### config.mk
export PLATFORM = sky130hd
export DESIGN_NAME = instruction_fetch
export DESIGN_NICKNAME = d
export VERILOG_FILES = /design/src/rtl/riscv_pkg.sv /design/src/rtl/instruction_fetch_if_id_reg.sv /design/src/rtl/instruction_fetch.sv
export SDC_FILE = /design/constraint.sdc
export NUM_CORES = 1
export LEC_CHECK = 0
export ABC_AREA = 1
export CELL_PAD_IN_SITES_DETAIL_PLACEMENT = 0
export CELL_PAD_IN_SITES_GLOBAL_PLACEMENT = 1
export CORE_MARGIN = 2
export CORE_UTILIZATION = 33
export DETAILED_ROUTE_END_ITERATION = 10
export GPL_TIMING_DRIVEN = 0
export MAX_ROUTING_LAYER = met4
export PLACE_DENSITY_LB_ADDON = 0.1
export SETUP_SLACK_MARGIN = 0.3
export SLEW_MARGIN = 25
export SYNTH_ARGS = -nofsm -noshare
export SYNTH_HDL_FRONTEND = slang
export SYNTH_HIERARCHICAL = 1
export SYNTH_SLANG_ARGS = --single-unit
export TNS_END_PERCENT = 5
### constraint.sdc
create_clock -name clk -period 2.3 [get_ports clk]
set_clock_uncertainty 0.15 [all_clocks]
set_input_delay 0.23 -clock clk [delete_from_list [all_inputs] [get_ports clk]]
set_output_delay 0.23 -clock clk [all_outputs]
set_load 0.02 [all_outputs]
### src/rtl/riscv_pkg.sv
// Shared RISC-V pipeline definitions. Both the fetch and decode stages use these
// types and constants.
package riscv_pkg;

  localparam int unsigned XLEN = 32;

  localparam logic [XLEN-1:0] NOP_INSTR  = 32'h0000_0013;  // addi x0,x0,0
  localparam logic [XLEN-1:0] HALT_INSTR = 32'h0000_0063;  // beq x0,x0,0

  typedef enum logic [1:0] {
    BOOT = 2'd0,
    RUN  = 2'd1,
    HALT = 2'd2
  } fetch_state_t;

  typedef struct packed {
    logic [XLEN-1:0] pc;
    logic [XLEN-1:0] instr;
    logic            valid;
  } if_id_t;

endpackage : riscv_pkg

### src/rtl/instruction_fetch_if_id_reg.sv
// IF/ID pipeline register. Priority is reset > flush > load > hold. Reset and
// flush both leave a bubble: pc 0, NOP word, valid 0.
module if_id_reg #(
  parameter logic [31:0] NOP_WORD = 32'h0000_0013
) (
  input  logic                  clk,
  input  logic                  reset,
  input  logic                  load_i,
  input  logic                  flush_i,
  input  logic [31:0]           pc_i,
  input  logic [31:0]           instr_i,
  output riscv_pkg::if_id_t     if_id_o
);
  import riscv_pkg::*;

  if_id_t if_id_q;
  if_id_t if_id_d;
  if_id_t bubble;

  always_comb begin
    bubble.pc    = '0;
    bubble.instr = NOP_WORD;
    bubble.valid = 1'b0;
  end

  always_comb begin
    if_id_d = if_id_q;
    if (flush_i) begin
      if_id_d = bubble;
    end else if (load_i) begin
      if_id_d.pc    = pc_i;
      if_id_d.instr = instr_i;
      if_id_d.valid = 1'b1;
    end
  end

  always_ff @(posedge clk) begin
    if (reset) begin
      if_id_q <= bubble;
    end else begin
      if_id_q <= if_id_d;
    end
  end

  assign if_id_o = if_id_q;

endmodule : if_id_reg

### src/rtl/instruction_fetch.sv
// Fetch stage: owns the architectural PC, drives the zero-latency instruction
// memory, captures into IF/ID, and stops on the self-branch halt word.
module instruction_fetch #(
  parameter logic [31:0] RESET_PC    = 32'h0000_0000,
  parameter logic [31:0] NOP_INSTR   = 32'h0000_0013,
  parameter bit          HALT_DETECT = 1'b1,
  parameter logic [31:0] HALT_INSTR  = 32'h0000_0063,
  parameter int unsigned CNT_W       = 16
) (
  input  logic             clk,
  input  logic             reset,
  input  logic             stall_i,
  input  logic             flush_i,
  input  logic [31:0]      redirect_pc_i,
  output logic [31:0]      imem_addr_o,
  input  logic [31:0]      imem_instr_i,
  output logic [31:0]      if_id_pc_o,
  output logic [31:0]      if_id_instr_o,
  output logic             if_id_valid_o,
  output logic             halted_o,
  output logic [CNT_W-1:0] fetch_count_o
);
  import riscv_pkg::*;

  // Handshake: stall_i holds PC, IF/ID and counter; flush_i overrides stall_i and
  // always bubbles IF/ID; both are sampled on the rising edge of clk.

  fetch_state_t     state_q, state_d;
  logic [31:0]      pc_q, pc_d;
  logic [CNT_W-1:0] cnt_q, cnt_d;
  logic             ifid_load;
  logic             ifid_flush;
  logic [31:0]      redirect_aligned;
  logic             is_halt_word;
  if_id_t           if_id;

  assign redirect_aligned = {redirect_pc_i[31:2], 2'b00};
  assign is_halt_word     = HALT_DETECT && (imem_instr_i == HALT_INSTR);

  always_comb begin
    state_d    = state_q;
    pc_d       = pc_q;
    cnt_d      = cnt_q;
    ifid_load  = 1'b0;
    ifid_flush = 1'b0;
    case (state_q)
      BOOT: begin
        state_d    = RUN;
        ifid_flush = flush_i;
        if (flush_i) pc_d = redirect_aligned;
      end
      RUN: begin
        if (flush_i) begin
          pc_d       = redirect_aligned;
          ifid_flush = 1'b1;
        end else if (!stall_i) begin
          ifid_load = 1'b1;
          if (cnt_q != {CNT_W{1'b1}}) cnt_d = cnt_q + 1'b1;
          // The halt word is kept in IF/ID but the PC parks on its address.
          if (is_halt_word) begin
            state_d = HALT;
          end else begin
            pc_d = pc_q + 32'd4;
          end
        end
      end
      HALT: begin
        // Any non-stalled or flushed cycle drains IF/ID to a bubble; PC is frozen.
        ifid_flush = flush_i || !stall_i;
      end
      default: begin
        state_d = BOOT;
      end
    endcase
  end

  always_ff @(posedge clk) begin
    if (reset) begin
      state_q <= BOOT;
      pc_q    <= RESET_PC;
      cnt_q   <= '0;
    end else begin
      state_q <= state_d;
      pc_q    <= pc_d;
      cnt_q   <= cnt_d;
    end
  end

  if_id_reg #(
    .NOP_WORD (NOP_INSTR)
  ) u_if_id_reg (
    .clk      (clk),
    .reset    (reset),
    .load_i   (ifid_load),
    .flush_i  (ifid_flush),
    .pc_i     (pc_q),
    .instr_i  (imem_instr_i),
    .if_id_o  (if_id)
  );

  assign imem_addr_o   = pc_q;
  assign if_id_pc_o    = if_id.pc;
  assign if_id_instr_o = if_id.instr;
  assign if_id_valid_o = if_id.valid;
  assign halted_o      = HALT_DETECT && (state_q == HALT);
  assign fetch_count_o = cnt_q;

endmodule : instruction_fetch

==> impl_metrics.py <==
metrics = {
    "clock_tree": {
        "postCtsHoldBufs": 0,
        "worstSkewPairLatency_ns": 0.42,
        "clk_pin_slew_worst_paths_ns": 0.05,
        "post_cts_resized": 1,
        "cts_buffer_depth": 2,
        "post-cts-setup-buffers": 0,
        "cts_inserted_buffers": 17,
        "cts-root-buf": "clkbuf_16",
        "cts_tree": "yes",
        "h-tree-depth": 4,
        "cts.sink_count": 113,
    },
    "min_path": {
        "holdPathEnd": "u_if_id_reg/if_id_o[1]$_SDFFE_PP1P_",
        "holdPathStages": 3,
        "min_path_type": "primary input to flop",
        "hold_start": "imem_instr_i[0]",
    },
    "setup_path": {
        "crit_path_start_kind": "flop",
        "rr_endpoint": "fetch_count_o[7]$_SDFFE_PP0P_",
        "r2r.worst_path.cells": 8,
        "cp-end-kind": "output port",
        "worst_path_dominant_cell_family": "buffers and inverters",
        "r2r_slack_ns": 0.40,
        "cp_max_fo": 7,
        "worstSetupPathType": "flop to output port",
        "path_buf_inv": 1,
        "cp.arrival_ns": 1.65,
        "required_ns": 1.92,
        "path_cells": "clkdlybuf4s50_1",
        "r2r_start": "fetch_count_o[0]$_SDFFE_PP0P_",
        "cpMaxStageDelayCell": "clkdlybuf4s50_1",
        "worst_path_largest_cell_delay_ns": 0.68,
    },
    "placement": {
        "hpwl_mm": 14.8,
        "placed_area_mm2": 0.00829,
        "io_buffers": 177,
        "gp_congestion": 0.864,
    },
    "global_route": {
        "antenna_found_initial": 0,
        "grt_max_degree": 17,
        "grt.overflow.total": 0,
        "grt_pass1_wl_mm": 31.5,
        "grtUsageTotal": 0.209,
        "grt_pass1_vias": 6107,
    },
    "floorplanning": {
        "rows": 50,
        "die_w_um": 141,
        "dieArea_mm2": 0.0199,
        "core_mm2": 0.0186,
        "fp.dieH_um": 141,
        "start_util": 0.334,
        "io_pins": 182,
    },
    "timing": {
        "max_slew_margin": 0.467,
        "period_minus_slack_ns": 2.03,
        "maxSlewViolCount": 0,
        "rsz0062_at_grt": "yes",
        "fmax_mhz": 493,
        "setup_violations": 0,
        "tns_ns": 0,
        "final_hold_viol_count": 0,
        "tightest_slew_ns": 0.799,
        "finalCritPeriodShare": 0.882,
    },
    "routing": {
        "drtIter0Drc": 255,
        "antenna_left": 0,
        "vias": 6322,
        "finalWirelength_mm": 19.9,
        "first_pass_iters": 5,
        "drcViolationCount": 0,
        "wl_per_cell_um": 14.0,
        "vias_per_cell": 4.45,
    },
    "status": {
        "status": "finished clean",
    },
    "synth": {
        "netlist_area_mm2": 0.00621,
        "ys_types": 43,
        "yosys.area_share.simple": 0.427,
        "synthAdderAreaFrac": 0.00403,
        "synthArstFlopShare": 0,
        "yosysMostFrequentCell": "nand2_1",
        "synth_edf_count": 0,
        "ys.warnings.count": 6,
        "synth_top_family_by_area": "simple AND/OR/NAND/NOR gates",
        "ys_seq_area_frac": 0.364,
        "synth_top_area_frac": 0.364,
        "yosys.area.top_type": "dfxtp_1",
        "synth_ff_type": "dfxtp_1",
        "synth_cells": 976,
        "synth_commonest_cells": "nand2_1 (292), nor2_1 (199), inv_1 (117), dfxtp_1 (113), nand3_1 (43)",
        "avgSynthCellArea_um2": 6.36,
        "synthMuxAreaShare": 0,
        "synth_compound_area_frac": 0.0721,
        "synth_xor_xnor_area_share": 0.00846,
        "ys_seq_elements": 113,
        "ys_top_cells_by_area": "dfxtp_1 (36%), nand2_1 (18%), nor2_1 (12%)",
    },
    "layout": {
        "nets": 1245,
        "drive_gt1_frac": 0.119,
        "area_growth_pct": 43.4,
        "antenna_cells": 0,
        "final_cell_area_mm2": 0.00891,
    },
    "job": {
        "drv_cap": 0,
    },
    "power_and_ir_drop": {
        "power_leakage_nw": 3.54,
        "ir_worst_vdd_mv": 0.489,
        "power_density_mw_per_mm2": 656,
    },
}
worst max-delay path by stage:
stage | start | cells after the start | to | slack [ns]
2_1_floorplan | fetch_count_o[0]$_SDFFE_PP0P_ | 8 | fetch_count_o[7]$_SDFFE_PP0P_ | 0.45
3_5_place_dp | imem_instr_i[29] | 11 | imem_addr_o[24]$_SDFFE_PP0P_ | 0.02
6_report | imem_addr_o[28]$_SDFFE_PP0P_ | 1 | imem_addr_o[28] | 0.27
4_1_cts | imem_addr_o[25]$_SDFFE_PP0P_ | 1 | imem_addr_o[25] | 0.25
3_3_place_gp | imem_instr_i[29] | 11 | imem_addr_o[29]$_SDFFE_PP0P_ | 0.01
5_1_grt | imem_addr_o[3]$_SDFFE_PP0P_ | 10 | imem_addr_o[20]$_SDFFE_PP0P_ | 0.20
power by group:
group | leakage, nW | switching (mW) | total, mW | internal, mW
combinational | 2.32 | 0.474 | 0.890 | 0.416
clock | 0.295 | 0.944 | 2.80 | 1.86
sequential | 0.923 | 0.111 | 2.15 | 2.04
per-stage QoR:
stage	power (mW)	hold WS [ns]	util	worst slack (ns)	std cells
global placement	3.09	0.286	0.446	0.0133	1390
detailed placement	3.09	0.290	0.446	0.0200	1390
finish	5.85	0.284	0.479	0.271	1420
global route	6.12	0.273	0.479	0.204	1420
CTS	5.92	0.274	0.479	0.254	1420
floorplan	2.66	0.206	-	0.449	979
layout make-up:
cell class / count / area [um2]
plain buffers: 39 / 282
clock buffers: 21 / 460
clock inverters: 9 / 158
fillers: 2019 / 9670
inverters: 128 / 484
multi-input cells: 699 / 3190
flip-flops and latches: 113 / 2270
well taps: 234 / 293
repair buffers: 177 / 1770
metal layers:
metal,track usage,wire (um)
met5,-,0
met4,0.0611,225
met3,0.0435,946
met2,0.328,9000
met1,0.272,9760
state kept, by name, summed over array words and instances (netlist names):
register / count
u_if_id_reg/if_id_o: 65
state_q: 2
imem_addr_o: 30
fetch_count_o: 16
kinds of logic (layout without fill, tap and decap cells):
kind of cell | Yosys count | in the layout
compound gates | 79 | 79
xor+xnor | 6 | 6
simple gates | 608 | 608
other cells | 1 | 4
flops | 113 | 113
fa+ha+maj | 2 | 2
buf+inv | 167 | 374
layout by cell type (no fill, tap or decap), types with 4 or more instances in the layout:
cell type        instances
nand4_1                  4
inv_1                  116
dfxtp_1                110
nor2_1                 199
or2_2                   11
clkbuf_16               17
buf_4                    5
a21oi_2                  8
clkbuf_1                 6
o22ai_1                  5
clkdlybuf4s50_1        177
nand2_1                292
o21ai_0                 23
nand2_2                 13
nand3_1                 43
buf_6                   11
bufinv_16                4
o21ai_1                 11
inv_2                    7
nand3b_1                 8
nor3_1                   5
buf_2                   17
nor3b_2                  4
nor3_2                   5
conb_1                   4
xnor2_1                  5
nor2_4                   8
nor2_2                   8
a21oi_1                 27
No activity file was read; power rests on OpenSTA's default activity.
